--- src/rtl/capture_pkg.sv ---
// rtl/capture_pkg.sv - shared types and sizes for the capture read-side scheduler
package capture_pkg;

  typedef enum logic [2:0] {
    IDLE,
    ARM,
    BURST,
    END,
    HALT
  } state_t;

  localparam int FIFO_DEPTH      = 8192;
  localparam int HALF_FULL_LEVEL = 4096;
  localparam int GPIF_W          = 16;
  localparam int SAMPLE_W        = 10;

endpackage

--- src/rtl/gpif_output_stage.sv ---
// rtl/gpif_output_stage.sv - registered GPIF data/valid pipeline with 10-bit test pattern
module gpif_output_stage
  import capture_pkg::*;
(
  input  logic                clk,
  input  logic                i_reset,
  input  logic                i_ack,
  input  logic                i_test_mode,
  input  logic                i_pattern_clr,
  input  logic [SAMPLE_W-1:0] i_fifo_data,
  output logic [GPIF_W-1:0]   o_gpif_data,
  output logic                o_gpif_write
);

  logic [SAMPLE_W-1:0] r_pattern;
  logic [GPIF_W-1:0]   r_gpif_data;
  logic                r_gpif_write;
  logic [SAMPLE_W-1:0] w_sample;

  assign w_sample = i_test_mode ? r_pattern : i_fifo_data;

  // Data is sampled every cycle; only gpifWrite qualifies it for the host.
  always_ff @(posedge clk) begin
    if (i_reset) begin
      r_pattern    <= '0;
      r_gpif_data  <= '0;
      r_gpif_write <= 1'b0;
    end else begin
      r_gpif_write <= i_ack;
      r_gpif_data  <= {{(GPIF_W - SAMPLE_W){1'b0}}, w_sample};
      if (i_pattern_clr) begin
        r_pattern <= '0;
      end else if (i_ack) begin
        r_pattern <= r_pattern + SAMPLE_W'(1);
      end
    end
  end

  assign o_gpif_data  = r_gpif_data;
  assign o_gpif_write = r_gpif_write;

endmodule

--- src/rtl/capture_transfer_scheduler.sv ---
// rtl/capture_transfer_scheduler.sv - arms capture, gates bursts on half-full and DMA ready, drains to GPIF
module capture_transfer_scheduler
  import capture_pkg::*;
#(
  parameter int BURST_LEN = 4096,
  parameter int COUNT_W   = 16
) (
  input  logic                outputClock,
  input  logic                reset,
  input  logic                hostCollect,
  input  logic                testMode,
  input  logic                dmaReady,
  input  logic [SAMPLE_W-1:0] fifoData,
  input  logic                fifoEmpty,
  input  logic                fifoHalfFull,
  input  logic                fifoFull,
  output logic                fifoAck,
  output logic                fifoNReady,
  output logic [GPIF_W-1:0]   gpifData,
  output logic                gpifWrite,
  output logic                overflow,
  output logic                underflow,
  output logic                busy,
  output logic [COUNT_W-1:0]  burstCount
);

  // Word counter is sized for the largest legal burst so any BURST_LEN fits.
  localparam int WC_W = $clog2(HALF_FULL_LEVEL) + 1;
  localparam logic [WC_W-1:0] WC_LAST = WC_W'(BURST_LEN - 1);

  state_t             r_state;
  logic               r_overflow;
  logic               r_underflow;
  logic [COUNT_W-1:0] r_burst_count;
  logic [WC_W-1:0]    r_word_count;

  logic w_ack;
  logic w_halt_after_end;
  logic w_enter_arm;

  assign w_ack            = (r_state == BURST) && !fifoEmpty;
  assign w_halt_after_end = r_overflow || fifoFull;
  assign w_enter_arm      = hostCollect &&
                            ((r_state == IDLE) || ((r_state == END) && !w_halt_after_end));

  always_ff @(posedge outputClock) begin
    if (reset) begin
      r_state       <= IDLE;
      r_overflow    <= 1'b0;
      r_underflow   <= 1'b0;
      r_burst_count <= '0;
      r_word_count  <= '0;
    end else begin
      case (r_state)
        IDLE: begin
          if (hostCollect) begin
            r_state       <= ARM;
            r_overflow    <= 1'b0;
            r_underflow   <= 1'b0;
            r_burst_count <= '0;
          end
        end
        ARM: begin
          // Priority: a full FIFO halts, then a disarm, then a burst start.
          if (fifoFull) begin
            r_state    <= HALT;
            r_overflow <= 1'b1;
          end else if (!hostCollect) begin
            r_state <= IDLE;
          end else if (fifoHalfFull && dmaReady) begin
            r_state      <= BURST;
            r_word_count <= '0;
          end
        end
        BURST: begin
          if (fifoFull) begin
            r_overflow <= 1'b1;
          end
          if (fifoEmpty) begin
            r_underflow <= 1'b1;
          end else begin
            r_word_count <= r_word_count + WC_W'(1);
            if (r_word_count == WC_LAST) begin
              r_state <= END;
            end
          end
        end
        END: begin
          r_burst_count <= r_burst_count + COUNT_W'(1);
          if (w_halt_after_end) begin
            r_state    <= HALT;
            r_overflow <= 1'b1;
          end else if (hostCollect) begin
            r_state <= ARM;
          end else begin
            r_state <= IDLE;
          end
        end
        HALT: begin
          if (!hostCollect) begin
            r_state <= IDLE;
          end
        end
        default: r_state <= IDLE;
      endcase
    end
  end

  gpif_output_stage u_output_stage (
    .clk          (outputClock),
    .i_reset      (reset),
    .i_ack        (w_ack),
    .i_test_mode  (testMode),
    .i_pattern_clr(w_enter_arm),
    .i_fifo_data  (fifoData),
    .o_gpif_data  (gpifData),
    .o_gpif_write (gpifWrite)
  );

  assign fifoAck    = w_ack;
  assign fifoNReady = (r_state == IDLE) || (r_state == HALT);
  assign busy       = (r_state == BURST) || (r_state == END);
  assign overflow   = r_overflow;
  assign underflow  = r_underflow;
  assign burstCount = r_burst_count;

endmodule

--- config.mk ---
export PLATFORM = sky130hd
export DESIGN_NAME = capture_transfer_scheduler
export DESIGN_NICKNAME = d
export VERILOG_FILES = /design/src/rtl/capture_pkg.sv /design/src/rtl/gpif_output_stage.sv /design/src/rtl/capture_transfer_scheduler.sv
export SDC_FILE = /design/constraint.sdc
export NUM_CORES = 1
export LEC_CHECK = 0
export BUFFER_PORTS_ARGS = -buffer_cell sky130_fd_sc_hd__buf_4
export CAP_MARGIN = 0
export CELL_PAD_IN_SITES_DETAIL_PLACEMENT = 1
export CELL_PAD_IN_SITES_GLOBAL_PLACEMENT = 1
export CORE_UTILIZATION = 35
export CTS_BUF_LIST = sky130_fd_sc_hd__clkbuf_8
export DETAILED_ROUTE_END_ITERATION = 16
export GPL_TIMING_DRIVEN = 0
export PLACE_DENSITY = 0.77
export SLEW_MARGIN = 20
export SYNTH_ARGS = -nofsm -noshare
export SYNTH_HDL_FRONTEND = slang
export SYNTH_SLANG_ARGS = --single-unit
--- constraint.sdc ---
create_clock -name outputClock -period 2.7 [get_ports outputClock]
set_input_delay 0.135 -clock outputClock [delete_from_list [all_inputs] [get_ports outputClock]]
set_output_delay 0.135 -clock outputClock [all_outputs]
set_load 0.05 [all_outputs]
==> summary.md, run 1 <==
| Metric | Value |
|---|---|
| Status | finished clean |
| Post-synth top flop | dfxtp_1 |
| Filler cells | 867 |
| Setup TNS Final | 0 ns |
| Slew headroom | 0.459 |
| Avg Vias per Cell | 5.25 |
| Area grow syn2layout | 23.0% |
| CP Class | reg2reg |
| IO buf count | 48 |
| Dpl hpwl | 5030 um |
| Ys async rst share | 0 |
| Diode count | 0 |
| Cells after Synth | 306 |
| DR iter-0 viols | 75 |
| Number of synthesized flops with an enable pin | 0 |
| Critical path endpoint category | flop |
| Slew Viols, Final | 0 |
| Antenna violations before repair | 0 |
| Max-Cap Viols | 0 |
| Final Skew | 0.00916 ns |
| Synth area leaders | dfxtp_1 43%, a21oi_1 5.4%, nor2_1 5.4% |
| Most frequent cells after synthesis | 55 x dfxtp_1, 37 x nor2_1, 28 x a21oi_1 |
| First drt pass iteration count | 4 |
| RePlAce Congestion | 0.774 |
| Via count | 2430 |
| Clk slew on worst S/H paths | 0.11 ns |
| Pleak | 1.21 nW |
| Grt total ovfl | 0 |
| Total power | 1.49 mW |
| Post-CTS Hold Buffers | 0 |
| Synth area leader | dfxtp_1 |
| Die width | 88 um |
| Worst skew pair latency | 0.32 ns |
| DRC errors left | 0 |
| CTS H-tree lvls | 2 |
| Gr usage total | 0.184 |
| Post-synth top area share | 0.425 |
| Hold crit path type | in2reg |
| Dpl ws | 0.497 ns |
| Final Hold Fails | 0 |
| Yosys Warn Count | 0 |
| #FFs+latches synth | 55 |
| Mean Syn Cell Area | 8.46 sq um |
| RSZ-0062 raised after global routing | no |
| TritonCTS Sinks | 55 |
| FP Rows | 30 |
| Arr. time, crit path | 2.41 ns |
| Setup-failing EPs final | 0 |
| Most frequent cell after synthesis | dfxtp_1 |
| Pwr dens | 467 mW/mm^2 |
| Nets | 387 |
| Cell variety after synth | 48 |
| Global-route wire length before repair | 11100 um |
| Share of layout cells above drive strength 1 | 0.218 |
| Util after Layout | 0.456 |
| # Post-CTS Setup Buffers | 0 |
| Clock Root Buffer | clkbuf_8 |
| ANT nets after route | 0 |
| Core area | 0.00698 sq mm |
| Largest net degree at the start of global routing | 20 |
| Critical Path RT | 2.92 ns |
| Worst vdd ir | 0.177 mV |
| CTS tree | yes |
| Initial Utilization | 0.371 |
| Crit share post-route | 0.811 |
| Die Y | 88 um |
| Drt total wl | 6790 um |
| CP max FO | 10 |
| Worst Tran Pin Value | 0.801 ns |
| DIE AREA | 0.00774 sq mm |
| Reg2reg setup slack | 0.51 ns |
| TritonCTS buffer count | 5 |
| Mapped cell area | 0.00259 sq mm |
| Final min period | 2.19 ns |
| Fmax | 0.457 GHz |
| Seq/Total Area, Yosys | 0.425 |
| Clk buf depth | 2 |
| Wirelength per Cell | 14.7 um |
| Gates resized, CTS repair | 0 |
| Worst setup margin | 0.511 ns |
| Crit path launch type | flop |
| Number of global-route vias before repair | 2401 |
| I/O Pins | 56 |
-- layout by cell type, fill, tap and decap left out, types with 3 or more instances in the layout --
master	count
nand3_1	13
dfxtp_1	55
o211ai_1	4
xnor2_1	3
o31ai_1	5
nand2_1	18
a31oi_1	3
xor2_1	4
ha_1	3
or3_1	13
clkbuf_8	5
or4_1	5
buf_4	54
buf_2	5
nor2_1	37
inv_1	7
o21ai_0	12
nand4_1	14
and3_1	5
mux2_2	3
nor3_1	8
conb_1	6
clkbuf_1	9
and2_1	3
mux2i_1	12
a21oi_1	28
-- power breakdown --
part           total, mW  switching, mW  internal (mW)
clock network      0.499          0.308          0.191
logic              0.163          0.109         0.0541
registers          0.824        0.00431          0.820
-- flip-flops by register name (all words and copies together) (netlist names) --
signal	flops
u_output_stage.o_gpif_write	1
u_output_stage.o_gpif_data	10
overflow	1
r_word_count	13
burstCount	16
underflow	1
r_state	3
u_output_stage.r_pattern	10
-- layout make-up --
class | instances | area, sq um | area share
Multi-Input combinational cell | 226 | 1360 | 0.427
Sequential cell | 55 | 1100 | 0.346
Timing Repair Buffer | 48 | 360 | 0.113
Tap cell | 96 | 120 | 0.0377
Buffer | 22 | 111 | 0.0350
Clock buffer | 5 | 68.8 | 0.0216
Inverter | 8 | 35.0 | 0.0110
Clock inverter | 3 | 27.5 | 0.00864
-- metal layers --
layer / share of wire / GRT usage
met2: 0.49 / 0.330
met3: 0.025 / 0.0226
met4: 0.016 / 0.0745
met1: 0.47 / 0.223
met5: 0 / 0
-- cells by family (layout without fill, tap and decap cells) --
logic type / after synthesis / after routing / share of synthesized area
AND/OR/NAND/NOR: 132 / 132 / 0.272
AO/OA/AOI/OAI: 63 / 63 / 0.147
flip-flops: 55 / 55 / 0.425
buffers and inverters: 30 / 86 / 0.0565
multiplexers: 15 / 15 / 0.0594
XOR/XNOR: 7 / 7 / 0.0237
adder cells (fa/ha/maj): 3 / 3 / 0.0145
other: 1 / 6 / 0.00145
-- per-stage QoR --
| stage | area, sq um | hold slack [ns] | std cells |
|---|---|---|---|
| floorplan | 2610 | 0.279 | 311 |
| global placement | 3090 | 0.372 | 455 |
| detailed placement | 3090 | 0.384 | 455 |
| CTS | 3180 | 0.0390 | 463 |
| global route | 3180 | 0.0518 | 463 |
| finish | 3180 | 0.0431 | 463 |
-- path summary, 6_finish.rpt --
kind,start,to,depth (start not counted)
max reg2reg,r_state[2],r_word_count[11],7
max,r_state[2],r_word_count[11],7
min reg2reg,u_output_stage.r_pattern[9],u_output_stage.r_pattern[9],2
min,fifoData[9],u_output_stage.o_gpif_data[9],3
-- critical path, stage by stage (launching register included) --
cell      delay, ns
dfxtp_1        0.35
or4b_1         0.51
buf_2          0.20
clkinv_4       0.12
a31oi_2        0.07
buf_2          0.21
nor4_2         0.27
mux2_2         0.36
Note: power is estimated with default switching activity, not from simulation.
==> inputs of run 2 (changes only) <==
- ABC_AREA: unset -> 1
- PLACE_DENSITY: 0.77 -> 0.83
- clock period: 2.7 -> 1.83 ns (I/O delays scaled with it)
==> run 2 against run 1 <==
Effect of this change:
- count of clock-buffer cells in the layout grew 1
- cell area increased by 8.0%
- clock skew hardly changed
- global-route usage is 1.9 points higher
- utilization shrank 0.88 points
- final cell count rose by 27%
- sequential power grew 60%
- register-to-register slack worse by 0.36 ns
- via count up 22%
- setup slack worse by 0.38 ns
- combinational power grew to 6.4 times the previous value
==> summary.md, run 2 <==
| Metric | Value |
|---|---|
| Status | finished clean |
| Crit path launch type | flop |
| Clk slew on worst S/H paths | 0.10 ns (about the same) |
| TritonCTS buffer count | 5 (unchanged) |
| DIE AREA | 0.00827 sq mm (+6.8%) |
| Setup-failing EPs final | 0 (unchanged) |
| Logic pwr share | 0.322 (+0.213) |
| Core area | 0.00769 sq mm (+10%) |
| Synth area leaders | dfxtp_1 40%, nand2_1 15%, nor2_1 7.9% |
| CP startpoint | r_state[2] |
| Nets | 505 (+30%) |
| CTS H-tree lvls | 2 (unchanged) |
| Die width | 90.9 um (+3.3%) |
| Mean Syn Cell Area | 6.56 sq um (-22%) |
| Critical Path RT | 1.74 ns (-1.18 ns) |
| Max-Cap Viols | 0 (unchanged) |
| Number of global-route vias before repair | 3038 (+27%) |
| DRC errors left | 0 (unchanged) |
| Clock network power share | 0.268 (-0.068) |
| I/O Pins | 56 (unchanged) |
| Final min period | 1.70 ns |
| Yosys Warn Count | 0 (unchanged) |
| Worst path depth | 6 (-1) |
| Pint | 1.99 mW (+87%) |
| RePlAce Congestion | 0.873 (+13%) |
| Reg2reg setup slack | 0.15 ns (-0.36 ns) |
| Most common cell after layout, fill and taps aside | nand2_1 |
| Diode count | 0 (unchanged) |
| CP max FO | 10 (unchanged) |
| Die Y | 90.9 um (+3.3%) |
| Most frequent cell after synthesis | nand2_1 |
| Finished Layout Cells | 587 (+27%) |
| DR iter-0 viols | 73 (-2.7%) |
| Reg-to-reg endpoint | r_word_count[7] |
| Synth area leader | dfxtp_1 |
| Final Hold Fails | 0 (unchanged) |
| Clock Root Buffer | clkbuf_8 |
| Global-route wire length before repair | 13700 um (+23%) |
| CP bufs+invs | 3 (unchanged) |
| Worst r2r src | r_state[2] |
| Ys async rst share | 0 (unchanged) |
| ANT nets after route | 0 (unchanged) |
| Arr. time, crit path | 1.60 ns (-0.81 ns) |
| Largest net degree at the start of global routing | 17 (-15%) |
| Critical Path Sink | fifoAck |
| Wirelength per Cell | 13.9 um (-5.6%) |
| Path depth of the worst reg2reg path | 9 (+2) |
| Cells along the critical path | inv_2, nand2_2, nor2_4, nand2_4, inv_4, buf_4 |
| Dpl hpwl | 6050 um (+20%) |
| Fmax | 0.590 GHz |
| Number of synthesized flops with an enable pin | 0 (unchanged) |
| Cell variety after synth | 27 (-44%) |
| Slowest stage delay, CP | 0.37 ns (-0.14 ns) |
| Pleak | 1.48 nW (+23%) |
| Seq/Total Area, Yosys | 0.398 (-0.0275) |
| Worst vdd ir | 0.428 mV (+140%) |
| Crit share post-route | 0.926 |
| Mapped cell area | 0.00277 sq mm (+6.9%) |
| Commonest cells after routing, fill and taps aside | 110 x nand2_1, 57 x nor2_1, 55 x buf_4 |
| Critical path endpoint category | primary output |
| Slew Viols, Final | 0 (unchanged) |
| Avg Vias per Cell | 5.03 (-4.1%) |
| Max reg flops | 16 (unchanged) |
| Post-DP Area | 0.00328 sq mm (+6.1%) |
| First drt pass iteration count | 6 (+2) |
| Cells after Synth | 422 (+38%) |
| Simple-Gate Fraction of Synth Area | 0.343 (+0.0715) |
| IO buf count | 48 (unchanged) |
| Post-synthesis mux area share | 0 (-0.0594) |
| Pwr dens | 935 mW/mm^2 (+100%) |
| Most frequent cells after synthesis | 110 x nand2_1, 58 x nor2_1, 55 x dfxtp_1 |
| Final Skew | 0.00909 ns (-0.0000778 ns) |
| Sw power | 1.23 mW (+190%) |
| Hold crit path type | in2reg |
| #FFs+latches synth | 55 (unchanged) |
| Post-synth top area share | 0.398 (-0.0275) |
| Adder-Cell Fraction of Synth Area | 0.0136 (-0.000937) |
| Setup TNS Final | 0 ns (unchanged) |
| RSZ-0062 raised after global routing | no |
| Share of layout cells above drive strength 1 | 0.173 (-0.0448) |
| Grt total ovfl | 0 (unchanged) |
| Via count | 2955 (+22%) |
| Initial Utilization | 0.360 (-0.0108) |
| Sequential fraction of design power | 0.410 (-0.145) |
| CP Class | reg2out |
| Worst skew pair latency | 0.31 ns (about the same) |
| TritonCTS Sinks | 55 (unchanged) |
| Gr usage total | 0.203 (+0.0186) |
| Worst Tran Pin Value | 0.527 ns (-0.273 ns) |
| Drt total wl | 8130 um (+20%) |
| FP Rows | 32 (+6.7%) |
| Placed Instances | 577 (+27%) |
| Post-synthesis xor/xnor area fraction | 0.00633 (-0.0174) |
| Clk buf depth | 2 (unchanged) |
| Largest family of logic cells by synthesized area | simple AND/OR/NAND/NOR gates |
| Slew headroom | 0.648 (+0.190) |
| Design area | 0.00344 sq mm (+8.0%) |
| CTS tree | yes |
| Delay-heaviest family, CP | buffers and inverters |
| Area grow syn2layout | 24.2% |
| Antenna violations before repair | 0 (unchanged) |
| Compound-cell area share of the yosys netlist | 0.139 (-0.00817) |
| Post-synth top flop | dfxtp_1 |
| Net Sw Frac | 0.382 (+0.0988) |
| Critical-path cell with the highest stage delay | dfxtp_1 |
run 2: cell count changes in the layout (fill, tap and decap cells not counted), sizes merged, moves of 7 or more:
cell	before	now
nor3	8	1
or3	13	0
nand3	13	35
o21ai	12	27
nand2	18	112
nor2	37	63
a21oi	28	35
inv	8	53
mux2i	12	0
run 2: area by class of cell:
type	count	area, sq um
fill	1065	4250
multi-input combinational	306	1440
sequential	55	1100
timing repair buffer	50	378
inverter	53	201
tap	102	128
clock buffer	6	82.6
buffer	13	76.3
clock inverter	2	35.0
run 2: worst reg2reg max path, delay by kind of cell (launching register included):
| family | cells | cell delay, ns |
|---|---|---|
| AND/OR/NAND/NOR | 6 | 0.72 |
| AO/OA/AOI/OAI | 1 | 0.12 |
| buffers and inverters | 2 | 0.36 |
| flip-flops | 1 | 0.37 |
run 2: worst min-delay path by stage:
stage	slack, ns	endpoint	depth (start not counted)	start
detailed placement	0.29	burstCount[4]	2	reset
CTS	0.02	u_output_stage.o_gpif_data[7]	3	fifoData[7]
finish	0.02	u_output_stage.o_gpif_data[7]	3	fifoData[7]
global placement	0.29	burstCount[4]	2	reset
floorplan	0.17	burstCount[3]	1	reset
global route	0.03	u_output_stage.o_gpif_data[7]	3	fifoData[7]
run 2: per-layer routing:
| metal | part of all wire | vias to the layer above | track usage |
|---|---|---|---|
| met4 | 0.013 | 0 | 0.0595 |
| li1 | - | 1471 | - |
| met1 | 0.46 | 1424 | 0.248 |
| met3 | 0.034 | 10 | 0.0328 |
| met5 | 0 | - | 0 |
| met2 | 0.49 | 50 | 0.363 |
run 2: repair_timing:
item,in CTS,in global routing
cloned,0,0
hold buffers,1,0
setup buffers,0,1
pin swaps,0,1
endpoints found under the hold margin,2,0
resized for setup,2,5
setup endpoints to repair,1,17
run 2: cell families (layout without fill, tap and decap cells):
family / after synthesis / in the layout
other cells: 1 / 6
flops: 55 / 55
fa+ha+maj: 3 / 3
buf+inv: 66 / 124
compound gates: 72 / 72
simple gates: 223 / 223
xor+xnor: 2 / 2
run 2: power groups by stage:
stage          combinational [mW]  sequential, mW  clock [mW]
2_1_floorplan               0.611            1.42           0
3_3_place_gp                0.975            1.34           0
3_5_place_dp                0.997            1.34           0
4_1_cts                      1.01            1.31       0.885
5_1_grt                      1.13            1.33       0.930
6_report                     1.04            1.32       0.861
run 2: metrics by stage:
| step | setup WS (ns) | util | power [mW] | hold slack [ns] |
|---|---|---|---|---|
| final | 0.135 | 0.447 | 3.21 | 0.0225 |
| after global placement | 0.114 | 0.426 | 2.31 | 0.288 |
| after global routing | 0.00258 | 0.447 | 3.38 | 0.0271 |
| after detailed placement | 0.0927 | 0.426 | 2.34 | 0.295 |
| after floorplan | 0.0663 | - | 2.03 | 0.170 |
| after CTS | 0.0544 | 0.444 | 3.20 | 0.0188 |
